### src/rtl/la_pkg.sv
// Shared definitions for the logic-analyser capture path.
// DEPTH : number of sample RAM entries (power of two)
// AW    : RAM address width, log2(DEPTH)
// state_e : capture controller states
package la_pkg;

  localparam int DEPTH = 512;
  localparam int AW    = $clog2(DEPTH);

  typedef enum logic [2:0] {
    S_IDLE  = 3'd0,
    S_FILL  = 3'd1,
    S_ARMED = 3'd2,
    S_POST  = 3'd3,
    S_DONE  = 3'd4
  } state_e;

endpackage

### src/rtl/cap_addr_cnt.sv
// Wrapping RAM write-address counter for the capture path.
// clk  : rising-edge clock
// clr  : synchronous clear to address 0 (takes priority over en)
// en   : advance by one; wraps DEPTH-1 -> 0 because DEPTH is a power of two
// addr : current write address
module cap_addr_cnt
  import la_pkg::*;
(
  input  logic          clk,
  input  logic          clr,
  input  logic          en,
  output logic [AW-1:0] addr
);

  always_ff @(posedge clk) begin
    if (clr) begin
      addr <= '0;
    end else if (en) begin
      addr <= addr + AW'(1);
    end
  end

endmodule

### src/rtl/trig_capture.sv
// Pre/post-trigger capture controller for a circular sample RAM.
// Fills the RAM until DEPTH-trig_pos pre-trigger samples exist, waits for a
// qualified trigger, stores trig_pos post-trigger samples, then holds until
// run drops.
// clk, rst          : clock and synchronous active-high reset
// run               : level; 1 starts/keeps a capture, 0 aborts to IDLE
// smpl_en           : one-cycle strobe per decimated sample
// protTrig, chTrig  : trigger sources, selected by trig_src[0] / trig_src[1]
// trig_src, trig_pos: trigger select and post-trigger count, latched at start
// we, waddr         : RAM write strobe (same cycle as smpl_en) and address
// armed, triggered, capture_done : capture progress flags
// trace_end         : address of the last stored sample of a finished capture
// dbg_state         : current controller state
// Handshake: smpl_en is a valid-only strobe with no backpressure; every
// smpl_en seen while capturing produces exactly one we in the same cycle.
module trig_capture
  import la_pkg::*;
(
  input  logic          clk,
  input  logic          rst,
  input  logic          run,
  input  logic          smpl_en,
  input  logic          protTrig,
  input  logic          chTrig,
  input  logic [1:0]    trig_src,
  input  logic [AW-1:0] trig_pos,
  output logic          we,
  output logic [AW-1:0] waddr,
  output logic          armed,
  output logic          triggered,
  output logic          capture_done,
  output logic [AW-1:0] trace_end,
  output state_e        dbg_state
);

  state_e        state_q, state_d;
  logic [AW:0]   smpl_cnt_q, smpl_cnt_d;
  logic [AW:0]   post_cnt_q, post_cnt_d;
  logic [1:0]    src_q, src_d;
  logic [AW-1:0] pos_q, pos_d;
  logic [AW-1:0] trace_end_q, trace_end_d;

  logic          active;
  logic          trig;
  logic [AW:0]   smpl_inc;
  logic [AW:0]   post_inc;
  logic [AW:0]   arm_pt;

  assign active   = (state_q == S_FILL) || (state_q == S_ARMED) || (state_q == S_POST);
  // Gating with run and rst makes an abort take effect with no further writes.
  assign we       = active && smpl_en && run && !rst;
  assign trig     = (src_q[0] && protTrig) || (src_q[1] && chTrig);
  assign smpl_inc = smpl_cnt_q + (AW+1)'(1);
  assign post_inc = post_cnt_q + (AW+1)'(1);
  // pos_q is never 0 (clamped when latched), so arm_pt stays in 1..DEPTH-1.
  assign arm_pt   = (AW+1)'(DEPTH) - {1'b0, pos_q};

  cap_addr_cnt u_addr (
    .clk  (clk),
    .clr  (rst),
    .en   (we),
    .addr (waddr)
  );

  always_comb begin
    state_d     = state_q;
    smpl_cnt_d  = smpl_cnt_q;
    post_cnt_d  = post_cnt_q;
    src_d       = src_q;
    pos_d       = pos_q;
    trace_end_d = trace_end_q;
    if (!run) begin
      state_d = S_IDLE;
    end else begin
      case (state_q)
        S_IDLE: begin
          state_d    = S_FILL;
          smpl_cnt_d = '0;
          src_d      = trig_src;
          pos_d      = (trig_pos == '0) ? AW'(1) : trig_pos;
        end
        S_FILL: begin
          if (we) begin
            smpl_cnt_d = smpl_inc;
            if (smpl_inc == arm_pt) state_d = S_ARMED;
          end
        end
        S_ARMED: begin
          // A write in this cycle still belongs to the pre-trigger window.
          if (trig) begin
            state_d    = S_POST;
            post_cnt_d = '0;
          end
        end
        S_POST: begin
          if (we) begin
            post_cnt_d = post_inc;
            if (post_inc == {1'b0, pos_q}) begin
              state_d     = S_DONE;
              trace_end_d = waddr;
            end
          end
        end
        S_DONE:  state_d = S_DONE;
        default: state_d = S_IDLE;
      endcase
    end
  end

  always_ff @(posedge clk) begin
    if (rst) begin
      state_q     <= S_IDLE;
      smpl_cnt_q  <= '0;
      post_cnt_q  <= '0;
      src_q       <= '0;
      pos_q       <= AW'(1);
      trace_end_q <= '0;
    end else begin
      state_q     <= state_d;
      smpl_cnt_q  <= smpl_cnt_d;
      post_cnt_q  <= post_cnt_d;
      src_q       <= src_d;
      pos_q       <= pos_d;
      trace_end_q <= trace_end_d;
    end
  end

  assign armed        = (state_q == S_ARMED) || (state_q == S_POST) || (state_q == S_DONE);
  assign triggered    = (state_q == S_POST) || (state_q == S_DONE);
  assign capture_done = (state_q == S_DONE);
  assign trace_end    = trace_end_q;
  assign dbg_state    = state_q;

endmodule

### config.mk
export PLATFORM = sky130hd
export DESIGN_NAME = trig_capture
export DESIGN_NICKNAME = d
export VERILOG_FILES = /design/src/rtl/la_pkg.sv /design/src/rtl/cap_addr_cnt.sv /design/src/rtl/trig_capture.sv
export SDC_FILE = /design/constraint.sdc
export NUM_CORES = 1
export LEC_CHECK = 0
export BUFFER_PORTS_ARGS = -buffer_cell sky130_fd_sc_hd__buf_4
export CELL_PAD_IN_SITES_DETAIL_PLACEMENT = 0
export CELL_PAD_IN_SITES_GLOBAL_PLACEMENT = 1
export CORE_MARGIN = 1
export CORE_UTILIZATION = 32
export DETAILED_ROUTE_END_ITERATION = 16
export HOLD_SLACK_MARGIN = 0.12
export PLACE_DENSITY = 0.69
export SYNTH_ARGS = -nofsm -noshare
export SYNTH_HDL_FRONTEND = slang
export SYNTH_HIERARCHICAL = 1
export SYNTH_SLANG_ARGS = --single-unit
### constraint.sdc
create_clock -name clk -period 3.3 [get_ports clk]
set_input_delay 0.165 -clock clk [delete_from_list [all_inputs] [get_ports clk]]
set_output_delay 0.165 -clock clk [all_outputs]
set_load 0.1 [all_outputs]
### Yosys cells after proc, flatten, opt, wreduce, memory -nomap -nowiden

Index checks and enable logic that the tools add are counted.

| operators by class | value |
|---|---|
| $add $sub $neg | 4 |
| equality and inequality tests | 11 |
| muxes and demuxes | 12 |
| bitwise operators | 1 |
| reductions and logical operators | 22 |

Operators with widths:

| cell | count |
|---|---|
| 10-bit case mux with 2 select lines | 2 |
| 10-bit 2-to-1 mux | 3 |
| 10-bit by 1-bit adder with 10-bit output (second input constant) | 2 |
| 3-bit 2-to-1 mux | 5 |
| 3-bit case mux with 5 select lines | 1 |
| 10-bit == test | 1 |
| 10-bit by 9-bit == test with 1-bit output | 1 |
| 10-bit by 9-bit subtractor with 10-bit output (first input constant) | 1 |
| 9-bit by 1-bit adder with 9-bit output (second input constant) | 1 |
| 9-bit logical NOT | 1 |
| 9-bit 2-to-1 mux | 1 |
| 4-bit AND reduction | 2 |
| 3-bit by 2-bit == test with 1-bit output (second input constant) | 2 |
| 1-bit logical OR | 6 |
| 2-bit != test (second input constant) | 3 |
| 1-bit logical AND | 5 |
| 5-bit AND reduction | 1 |
| 2-bit by 1-bit != test with 1-bit output (second input constant) | 2 |
| 2-bit nonzero test | 2 |
| 3-bit by 1-bit == test with 1-bit output (second input constant) | 1 |
| 3-bit == test (second input constant) | 1 |
| 3-bit logical NOT | 1 |
| 3-bit AND reduction | 1 |
| 2-bit AND reduction | 1 |
| 3 further kinds | 3 |

| word-level totals | value |
|---|---|
| register bits after elaboration | 52 |
| input port bits | 17 |
| output and inout bits | 25 |
| logic and storage cells | 57 |

### Logic depth before layout (Yosys ltp)

Gate-level depths: netlist (run 1).

| depth | value |
|---|---|
| depth in word-level cells | 8 |
| depth in mapped cells | 9 |
| depth with buffers taken out | 8 |

### Modules after synthesis

The synthesis (run 1) kept the hierarchy.

Modules (own cells, without submodules):

| module | instances | cells each | area each (µm²) | seq. area each (µm²) |
|---|---|---|---|---|
| trig_capture | 1 | 353 | 2727.6 | 860.8 |
| cap_addr_cnt | 1 | 42 | 387.9 | 180.2 |

### Least setup slack after synthesis (run 1)

Ideal clock, no wire load.

| path | value |
|---|---|
| path type | register -> register |
| from | register state_q[0] (netlist: dbg_state[0]) |
| to | register state_q[0] (netlist: dbg_state[0]) |
| library setup time | 120 ps |
| data arrival time | 4775 ps |
| data required time | 3180 ps |
| slack | -1595 ps |
| cell stages (with the launch flop) | 8 |
| path buffers | 1 |
| period minus slack after synthesis | 4895 ps |
| path through | dfxtp_1 -> clkbuf_1 -> nor2_1 -> nor3_1 -> nand4_1 -> a2111oi_4 -> a21boi_1 -> o31a_1 |

| between the ends | value |
|---|---|
| word-level cells in the longest chain between the ends | 8 |
| elaborated cells on any way between the ends | 17 |
| those cells by class | eq/ne: 9; mux: 1; reduce/logical: 7 |

Ends and longest elaborated chain:

| item | RTL line | RTL |
|---|---|---|
| start, declared | trig_capture.sv:36 | `state_e state_q, state_d;` |
| start signal, assigned | trig_capture.sv:119 | `state_q <= state_d;` |
| 3-bit by 1-bit == test with 1-bit output or 3-bit by 2-bit == test with 1-bit output (tied branches) | trig_capture.sv:49 | `assign active = (state_q == S_FILL) \|\| (state_q == S_ARMED) \|\| (state_q == S_POST);` |
| 1-bit logical OR | trig_capture.sv:49 |  |
| 1-bit logical OR (*) | trig_capture.sv:49 |  |
| 1-bit logical AND (*) (3 in series) | trig_capture.sv:51 | `assign we = active && smpl_en && run && !rst;` |
| via we | trig_capture.sv:27 | `output logic we,` |
| 2-bit != test (no line) | - |  |
| 5-bit AND reduction (no line) (*) | - |  |

Mark *: on every way through the listed nets, which the timed path passes. The rest lies on a longest branch.
A chain may end at the register's enable or synchronous reset.

### Final worst setup path (run 1)

| path | value |
|---|---|
| from | register post_cnt_q[0] |
| to | register state_q[0] (netlist: dbg_state[0]) |

| between the ends | value |
|---|---|
| word-level cells in the longest chain between the ends | 4 |

Ends and longest elaborated chain:

| item | RTL line | RTL |
|---|---|---|
| start, declared | trig_capture.sv:38 | `logic [AW:0] post_cnt_q, post_cnt_d;` |
| start signal, assigned | trig_capture.sv:121 | `post_cnt_q <= post_cnt_d;` |
| 10-bit by 1-bit adder with 10-bit output | trig_capture.sv:54 | `assign post_inc = post_cnt_q + (AW+1)'(1);` |
| 10-bit by 9-bit == test with 1-bit output | trig_capture.sv:98 | `if (post_inc == {1'b0, pos_q}) begin` |
| 2-bit by 1-bit != test with 1-bit output (no line) | - |  |
| 5-bit AND reduction (no line) | - |  |

Every way passes these cells.

==> flow_summary.yaml, run 1 <==
route:
  via_per_inst: 5.42
  drt_iter0_drc: 196
  drc: 0
  wl_per_cell_um: 15.2
  detail-route-antenna-nets: 0
  vias: 3017
  route.met2.wl_mm: 3.89
  route.met3.wl_um: 328
  top_layer: "met4"
  wl_met1_mm: 4.12
  routed_wl_mm: 8.46
  drt_pass1_iterations: 4
synthesis:
  yosysWarnings: 6
  synthFlopType: "dfxtp_1"
  synth_area_leader_cell: "dfxtp_1"
  yosys-top-cells-area: "dfxtp_1, a21oi_1, o21ai_0"
  netlist.area_leader.share_pct: 33.4
  yosysSeqAreaShare_pct: 33.4
  synthCells: 395
  yosysUniqueCellTypes: 55
  synth_most_common_cell: "dfxtp_1"
  ys_top_cells_by_count: "dfxtp_1, a21oi_1, nor2_1"
  netlist_area_sq_um: 3120
  synth_edf_count: 0
  syn_nets: 416
  avgSynthCellArea_sq_um: 7.89
  async_flop_share_pct: 0
  synth_seq_cells: 52
clocking:
  htree_levels: 2
  numCtsBuffers: 5
  cts_root_buf: "clkbuf_8"
  clk_pin_slew_ps: 110
  clockBufferDepth: 2
  cts_tree: "built"
  clock_latency_ps: 310
  numClockSinks: 52
sta:
  finalCritPeriodShare_pct: 82.9
  final_max_slew_viol_count: 0
  fin_skew_ps: 11.2
  min_period_ps: 2740
  rsz0062_at_grt: "no"
  worst_slew_pin_slew_ps: 766
  slew_headroom_pct: 48.9
  tns_ps: 0
  setup_viol: 0
  setup_slack_ps: 563
  hold-worst-slack_ps: 169
  hold_violations: 0
  max_freq_mhz: 365
pwr:
  switching_share_pct: 30.0
  intPower_uw: 880
  p_per_area_nw_per_um2: 339
  pwr-share-seq_pct: 52.7
  power_leakage_uw: 0.00136
  peakVddDrop_mv: 0.178
  p_sw_uw: 376
  pwr-share-comb_pct: 16.0
  pwr-share-clk_pct: 31.3
global_route:
  grt_max_degree: 53
  overflow: 0
  track_usage_pct: 17.4
  grt_pass1_wl_mm: 14.1
  antenna_found_initial: 0
  first_global_vias: 2766
layout:
  syn_to_final_growth_pct: 18.8
  fin_area_sq_um: 3700
  fillCellCount: 983
  fin_cells: 557
  antenna_cells: 0
  nets: 448
  layout-drive-gt1-share_pct: 15.2
placement:
  io_buffers: 41
  place_congestion: 0.805
  pre_cts_ws_ps: 573
  dp_cells: 539
  dpl.hpwl_mm: 5.97
  dpl_cell_area_sq_um: 3510
floorplan:
  core_sq_um: 9330
  dieArea_sq_um: 10100
  fp-row-count: 35
  initial_core_util_pct: 33.4
  io_pins: 42
  die_y_um: 101
  die_x_um: 101
critical_path:
  worstPathRequired_ps: 3510
  critical_path.max_fanout: 12
  arrival_ps: 2950
  start_kind: "register"
  end_kind: "register"
  crit_type: "register to register"
worst_hold_path:
  hold_class: "primary input to register"
job:
  max_cap_violations: 0
outcome:
  status: "finished, final reports clean"
## flip-flops by register name, indices dropped and copies added (netlist names)
signal,flops
post_cnt_q,10
dbg_state,3
trace_end,9
pos_q,9
src_q,2
smpl_cnt_q,10
u_addr/addr,9
## cells in the final DEF, fill, tap and decap left out, types with 5 or more instances in the layout
cell type / count
xnor2_1: 15
a31oi_1: 5
xor2_1: 10
or3_1: 11
nor3_1: 9
nand2_1: 35
nor4_1: 9
o21ai_0: 29
and3_1: 6
buf_4: 45
nor2_1: 36
a21oi_1: 45
dfxtp_1: 51
nand3_1: 15
dlygate4sd3_1: 10
nand4_1: 20
clkbuf_8: 5
nor3b_1: 7
## cell type report
| type | count | area (sq um) | area share [%] |
|---|---|---|---|
| Clock buffer | 5 | 68.8 | 1.86 |
| Sequential cell | 52 | 1040 | 28.2 |
| Tap cell | 129 | 161 | 4.36 |
| Inverter | 4 | 15.0 | 0.406 |
| Multi-Input combinational cell | 309 | 1950 | 52.7 |
| Timing Repair Buffer | 55 | 438 | 11.8 |
| Clock inverter | 3 | 26.3 | 0.710 |
## power by group through the flow
stage	combinational, uW	clock, uW	sequential (uW)
after global routing	220	436	665
final	201	393	662
after detailed placement	192	0	677
after global placement	188	0	677
after floorplan	143	0	670
after CTS	202	416	662
## worst max-delay path: stages, from the launching register on
cell,delay (ps)
dfxtp_1,480
ha_1,430
nor2b_1,110
or3_1,370
a31o_1,240
nor4_1,500
a31oi_1,190
o31a_1,320
## kinds of logic (layout without fill, tap and decap cells)
| kind of cell | after synthesis | in the layout | share of synthesized area, % |
|---|---|---|---|
| buf+inv | 34 | 67 | 4.38 |
| xor+xnor | 30 | 30 | 10.7 |
| compound gates | 99 | 99 | 18.7 |
| fa+ha+maj | 4 | 4 | 1.61 |
| flops | 52 | 52 | 33.4 |
| mux | 3 | 3 | 1.04 |
| simple gates | 173 | 173 | 30.2 |
## through the flow
stage	utilization [%]	total power [uW]
after floorplan	-	813
final	39.7	1260
after global placement	37.6	865
after detailed placement	37.6	869
after CTS	39.7	1280
after global routing	39.7	1320
## worst paths after layout
| check | startpoint | end | slack [ps] | cells after the start |
|---|---|---|---|---|
| max | post_cnt_q[0]$_SDFFE_PP0P_ | dbg_state[0]$_SDFFE_PP0P_ | 560 | 7 |
| min | trig_pos[0] | pos_q[0]$_SDFFE_PP1P_ | 170 | 4 |
| max reg2reg | post_cnt_q[0]$_SDFFE_PP0P_ | dbg_state[0]$_SDFFE_PP0P_ | 560 | 7 |
| min reg2reg | src_q[1]$_SDFFE_PP0P_ | src_q[1]$_SDFFE_PP0P_ | 460 | 2 |
## per-layer routing
layer	up-vias	track usage (%)
met1	1443	24.7
met4	0	4.46
met5	-	0
met3	9	2.08
li1	1505	-
met2	60	28.1
## what timing repair did
action,4_1_cts,5_1_grt
hold endpoints to repair,10,0
hold buffers,10,0
endpoints found under the setup margin,0,0
gates resized for setup,0,0
setup buffers,0,0
Note: power is estimated with default switching activity, not from simulation.
==> inputs of run 2 (changes only) <==
--- a/config.mk
+++ b/config.mk
@@ -12,7 +12,7 @@
 export CORE_UTILIZATION = 32
 export DETAILED_ROUTE_END_ITERATION = 16
 export HOLD_SLACK_MARGIN = 0.12
-export PLACE_DENSITY = 0.69
+export PLACE_DENSITY = 0.71
 export SYNTH_ARGS = -nofsm -noshare
 export SYNTH_HDL_FRONTEND = slang
 export SYNTH_HIERARCHICAL = 1
==> constraint.sdc (replaced) <==
create_clock -name clk -period 2.4 [get_ports clk]
set_input_delay 0.12 -clock clk [delete_from_list [all_inputs] [get_ports clk]]
set_output_delay 0.12 -clock clk [all_outputs]
set_load 0.1 [all_outputs]
==> flow_summary.yaml, run 2 (synthesis gave the netlist of run 1 again) <==
sta:
  max_freq_mhz: 430
  finalCritPeriodShare_pct: 96.8
  rsz0062_at_grt: "no"
  min_period_ps: 2320
  setup_viol: 0
  hold_violations: 0
  fin_skew_ps: 7.44
  hold-worst-slack_ps: 164
  final_max_slew_viol_count: 0
  worst_slew_pin_slew_ps: 440
  slew_headroom_pct: 70.6
layout:
  final_common_cell: "buf_4"
  layout_common_cells: "buf_4, dfxtp_1, a21oi_1"
  fin_area_sq_um: 3920
  antenna_cells: 0
  syn_to_final_growth_pct: 25.7
  final_util_pct: 42.0
  nets: 469
  fin_cells: 578
  layout-drive-gt1-share_pct: 20.3
  reg_top3: "post_cnt_q (10), smpl_cnt_q (10)"
clocking:
  cts_tree: "built"
  cts_root_buf: "clkbuf_8"
  numClockSinks: 52
  clockBufferDepth: 2
  clk_pin_slew_ps: 100
  cts_post_setup_buffers_inserted: 0
  clock_latency_ps: 310
  numCtsBuffers: 5
  htree_levels: 2
route:
  wl_per_cell_um: 15.4
  routed_wl_mm: 8.92
  vias: 3078
  top_layer: "met4"
  route.met2.wl_mm: 4.10
  drt_iter0_drc: 208
  detail-route-antenna-nets: 0
  via_per_inst: 5.33
  drc: 0
  drt_pass1_iterations: 4
  route.met3.wl_um: 258
  wl_met1_mm: 4.48
worst_hold_path:
  hold_class: "primary input to register"
floorplan:
  die_y_um: 101
  die_x_um: 101
  core_sq_um: 9330
  dieArea_sq_um: 10100
  initial_core_util_pct: 33.4
  io_pins: 42
  fp-row-count: 35
job:
  max_cap_violations: 0
global_route:
  grt_max_degree: 29
  antenna_found_initial: 0
  first_global_vias: 2813
  track_usage_pct: 18.1
  grt_pass1_wl_mm: 14.6
  overflow: 0
placement:
  dpl_cell_area_sq_um: 3670
  place_congestion: 0.861
  io_buffers: 41
  dpl.hpwl_mm: 6.36
  dp_cells: 559
critical_path:
  crit_type: "register to register"
  end_kind: "register"
  critical_path.max_fanout: 5
  arrival_ps: 2520
  worstPathRequired_ps: 2600
  start_kind: "register"
outcome:
  status: "finished, final reports clean"
pwr:
  p_per_area_nw_per_um2: 479
  finalPower_uw: 1880
  peakVddDrop_mv: 0.273
  power_leakage_uw: 0.00148
run 2: cell count changes in the layout (fill, tap and decap cells not counted), sizes merged:
cell	before	now
buf	45	65
clkbuf	5	6
inv	6	4
bufinv	0	1
dlygate4sd3	10	11
run 2: layout make-up:
type,instances,area [sq um]
clock inverter,2,38.8
inverter,4,15.0
timing repair buffer,76,598
tap,129,161
clock buffer,6,82.6
multi-input combinational,309,1970
fill,946,5410
sequential,52,1050
run 2: power by group:
part | internal (uW) | switching (uW)
clock network | 342 | 307
logic | 141 | 185
registers | 876 | 24.1
run 2: worst paths after layout:
path	start	endpoint	slack, ps	cells after the start
max	pos_q[4]$_SDFFE_PP0P_	dbg_state[0]$_SDFFE_PP0P_	80	6
min	run	dbg_state[2]$_SDFFE_PP0P_	160	3
max reg2reg	pos_q[4]$_SDFFE_PP0P_	dbg_state[0]$_SDFFE_PP0P_	80	6
min reg2reg	src_q[1]$_SDFFE_PP0P_	src_q[1]$_SDFFE_PP0P_	470	2
run 2: through the flow:
step | setup TNS (ps) | worst slack [ps]
after floorplan | -779 | -159
after global routing | 0 | 5.44
after global placement | 0 | 145
after detailed placement | 0 | 77.7
after CTS | 0 | 44.5
final | 0 | 76.6
run 2: metal layers:
layer / vias to the layer above / track usage [%]
met2: 63 / 27.9
met5: - / 0
met3: 8 / 2.43
li1: 1543 / -
met4: 0 / 5.02
met1: 1464 / 26.3
run 2: critical path, cell delays in order, from the launching register on:
cell       delay [ps]
dfxtp_1           380
or3_1             410
or4_4             490
a21o_1            220
a2111oi_4         330
a21boi_1          130
o31a_1            250
run 2: timing repair:
action,4_1_cts,5_1_grt
gates resized for setup,0,3
hold buffers,11,0
setup endpoints to repair,0,3
endpoints found under the hold margin,11,0
==> inputs of run 3 (changes only) <==
--- a/config.mk
+++ b/config.mk
@@ -12,7 +12,7 @@
 export CORE_UTILIZATION = 32
 export DETAILED_ROUTE_END_ITERATION = 16
 export HOLD_SLACK_MARGIN = 0.12
-export PLACE_DENSITY = 0.71
+export PLACE_DENSITY = 0.72
 export SYNTH_ARGS = -nofsm -noshare
 export SYNTH_HDL_FRONTEND = slang
 export SYNTH_HIERARCHICAL = 1
==> flow_summary.yaml, run 3 (synthesis gave the netlist of run 1 again) <==
route:
  drt_pass1_iterations: 5
  drt_iter0_drc: 192
  drc: 0
  wl_per_cell_um: 15.1
  vias: 3110
  routed_wl_mm: 8.76
  detail-route-antenna-nets: 0
  via_per_inst: 5.37
critical_path:
  startpoint: "pos_q[4]$_SDFFE_PP0P_"
  r2r_start: "pos_q[4]$_SDFFE_PP0P_"
  arrival_ps: 2510
  start_kind: "register"
  reg2reg_slack_ps: 100
  critical_path.max_fanout: 5
  crit_type: "register to register"
  worstReg2RegEnd: "dbg_state[0]$_SDFFE_PP0P_"
  r2r_cells: 6
  worstPathRequired_ps: 2600
  end_kind: "register"
floorplan:
  die_y_um: 101
  io_pins: 42
  core_sq_um: 9330
  die_x_um: 101
  dieArea_sq_um: 10100
  initial_core_util_pct: 33.4
  fp-row-count: 35
sta:
  worst_slew_pin_slew_ps: 435
  min_period_ps: 2300
  tns_ps: 0
  max_freq_mhz: 434
  hold_violations: 0
  rsz0062_at_grt: "no"
  setup_viol: 0
  fin_skew_ps: 8.09
  finalCritPeriodShare_pct: 95.9
  setup_slack_ps: 97.5
  slew_headroom_pct: 70.9
  final_max_slew_viol_count: 0
clocking:
  clockBufferDepth: 2
  clk_pin_slew_ps: 90
  numCtsBuffers: 5
  cts_tree: "built"
  clock_latency_ps: 310
  cts_post_setup_buffers_inserted: 0
  cts_root_buf: "clkbuf_8"
  htree_levels: 2
  numClockSinks: 52
layout:
  syn_to_final_growth_pct: 26.2
  fin_area_sq_um: 3930
  multi_input_area_sq_um: 1970
  layout_common_cells: "buf_4, dfxtp_1, a21oi_1"
  fillCellCount: 922
  layout-drive-gt1-share_pct: 20.9
  seq_area_sq_um: 1050
  final_common_cell: "buf_4"
  nets: 470
  fin_cells: 579
  reg_top3: "post_cnt_q (10), smpl_cnt_q (10)"
  antenna_cells: 0
pwr:
  p_per_area_nw_per_um2: 480
  power_leakage_uw: 0.00149
  peakVddDrop_mv: 0.288
worst_hold_path:
  min_path_cells: 4
  whs_endpoint: "pos_q[0]$_SDFFE_PP1P_"
  min_from: "trig_pos[0]"
  hold_class: "primary input to register"
placement:
  dp_cells: 561
  pre_cts_ws_ps: 78.8
  place_congestion: 0.938
  io_buffers: 41
  dpl_cell_area_sq_um: 3690
  dpl.hpwl_mm: 6.39
global_route:
  track_usage_pct: 18.7
  grt_max_degree: 29
  grt_pass1_wl_mm: 15.0
  antenna_found_initial: 0
  overflow: 0
  first_global_vias: 2944
outcome:
  status: "finished, final reports clean"
job:
  max_cap_violations: 0
-- run 3: final cells by class --
type | count | share of cell area [%]
inverters | 4 | 0.382
flip-flops and latches | 52 | 26.7
repair buffers | 77 | 15.3
well taps | 129 | 4.11
clock inverters | 1 | 0.764
multi-input cells | 309 | 50.2
clock buffers | 7 | 2.45
-- run 3: worst max-delay path by stage --
stage,cells after the start,to,slack [ps]
floorplan,7,u_addr/addr[5]$_SDFFE_PP0P_,-160
global placement,6,dbg_state[0]$_SDFFE_PP0P_,120
detailed placement,6,dbg_state[0]$_SDFFE_PP0P_,80
CTS,6,dbg_state[0]$_SDFFE_PP0P_,60
global route,6,dbg_state[0]$_SDFFE_PP0P_,3
finish,6,dbg_state[0]$_SDFFE_PP0P_,100
-- run 3: power breakdown --
group          switching [uW]  internal (uW)  leakage (uW)
combinational             178            141       0.00100
clock                     299            368     0.0000645
sequential               24.3            876      0.000423
total                     501           1390       0.00149
-- run 3: repair_timing --
item                                    4_1_cts  5_1_grt
gates resized for setup                       0        4
endpoints found under the setup margin        0        3
endpoints found under the hold margin        10        0
hold buffers                                 10        0
-- run 3: metrics by stage --
step | utilization (%) | power, uW | hold slack (ps)
floorplan | - | 1120 | 256
global placement | 39.5 | 1220 | 381
detailed placement | 39.5 | 1220 | 393
CTS | 41.9 | 1900 | 129
global route | 42.1 | 1980 | 176
finish | 42.1 | 1890 | 129
-- run 3: critical path, stage by stage, from the launching register on --
cell and delay (ps):
dfxtp_1 370, or3_1 410, or4_4 490, a21o_1 220, a2111oi_4 340, a21boi_1 140
o31a_1 240
-- run 3: per-layer routing --
| layer | share of wire (%) | track usage (%) | wire (um) | vias to the layer above |
|---|---|---|---|---|
| li1 | - | - | - | 1549 |
| met1 | 49 | 26.8 | 4330 | 1484 |
| met2 | 46 | 28.5 | 3990 | 66 |
| met3 | 3.3 | 2.77 | 285 | 11 |
| met4 | 1.8 | 6.35 | 155 | 0 |
| met5 | 0 | 0 | 0 | - |
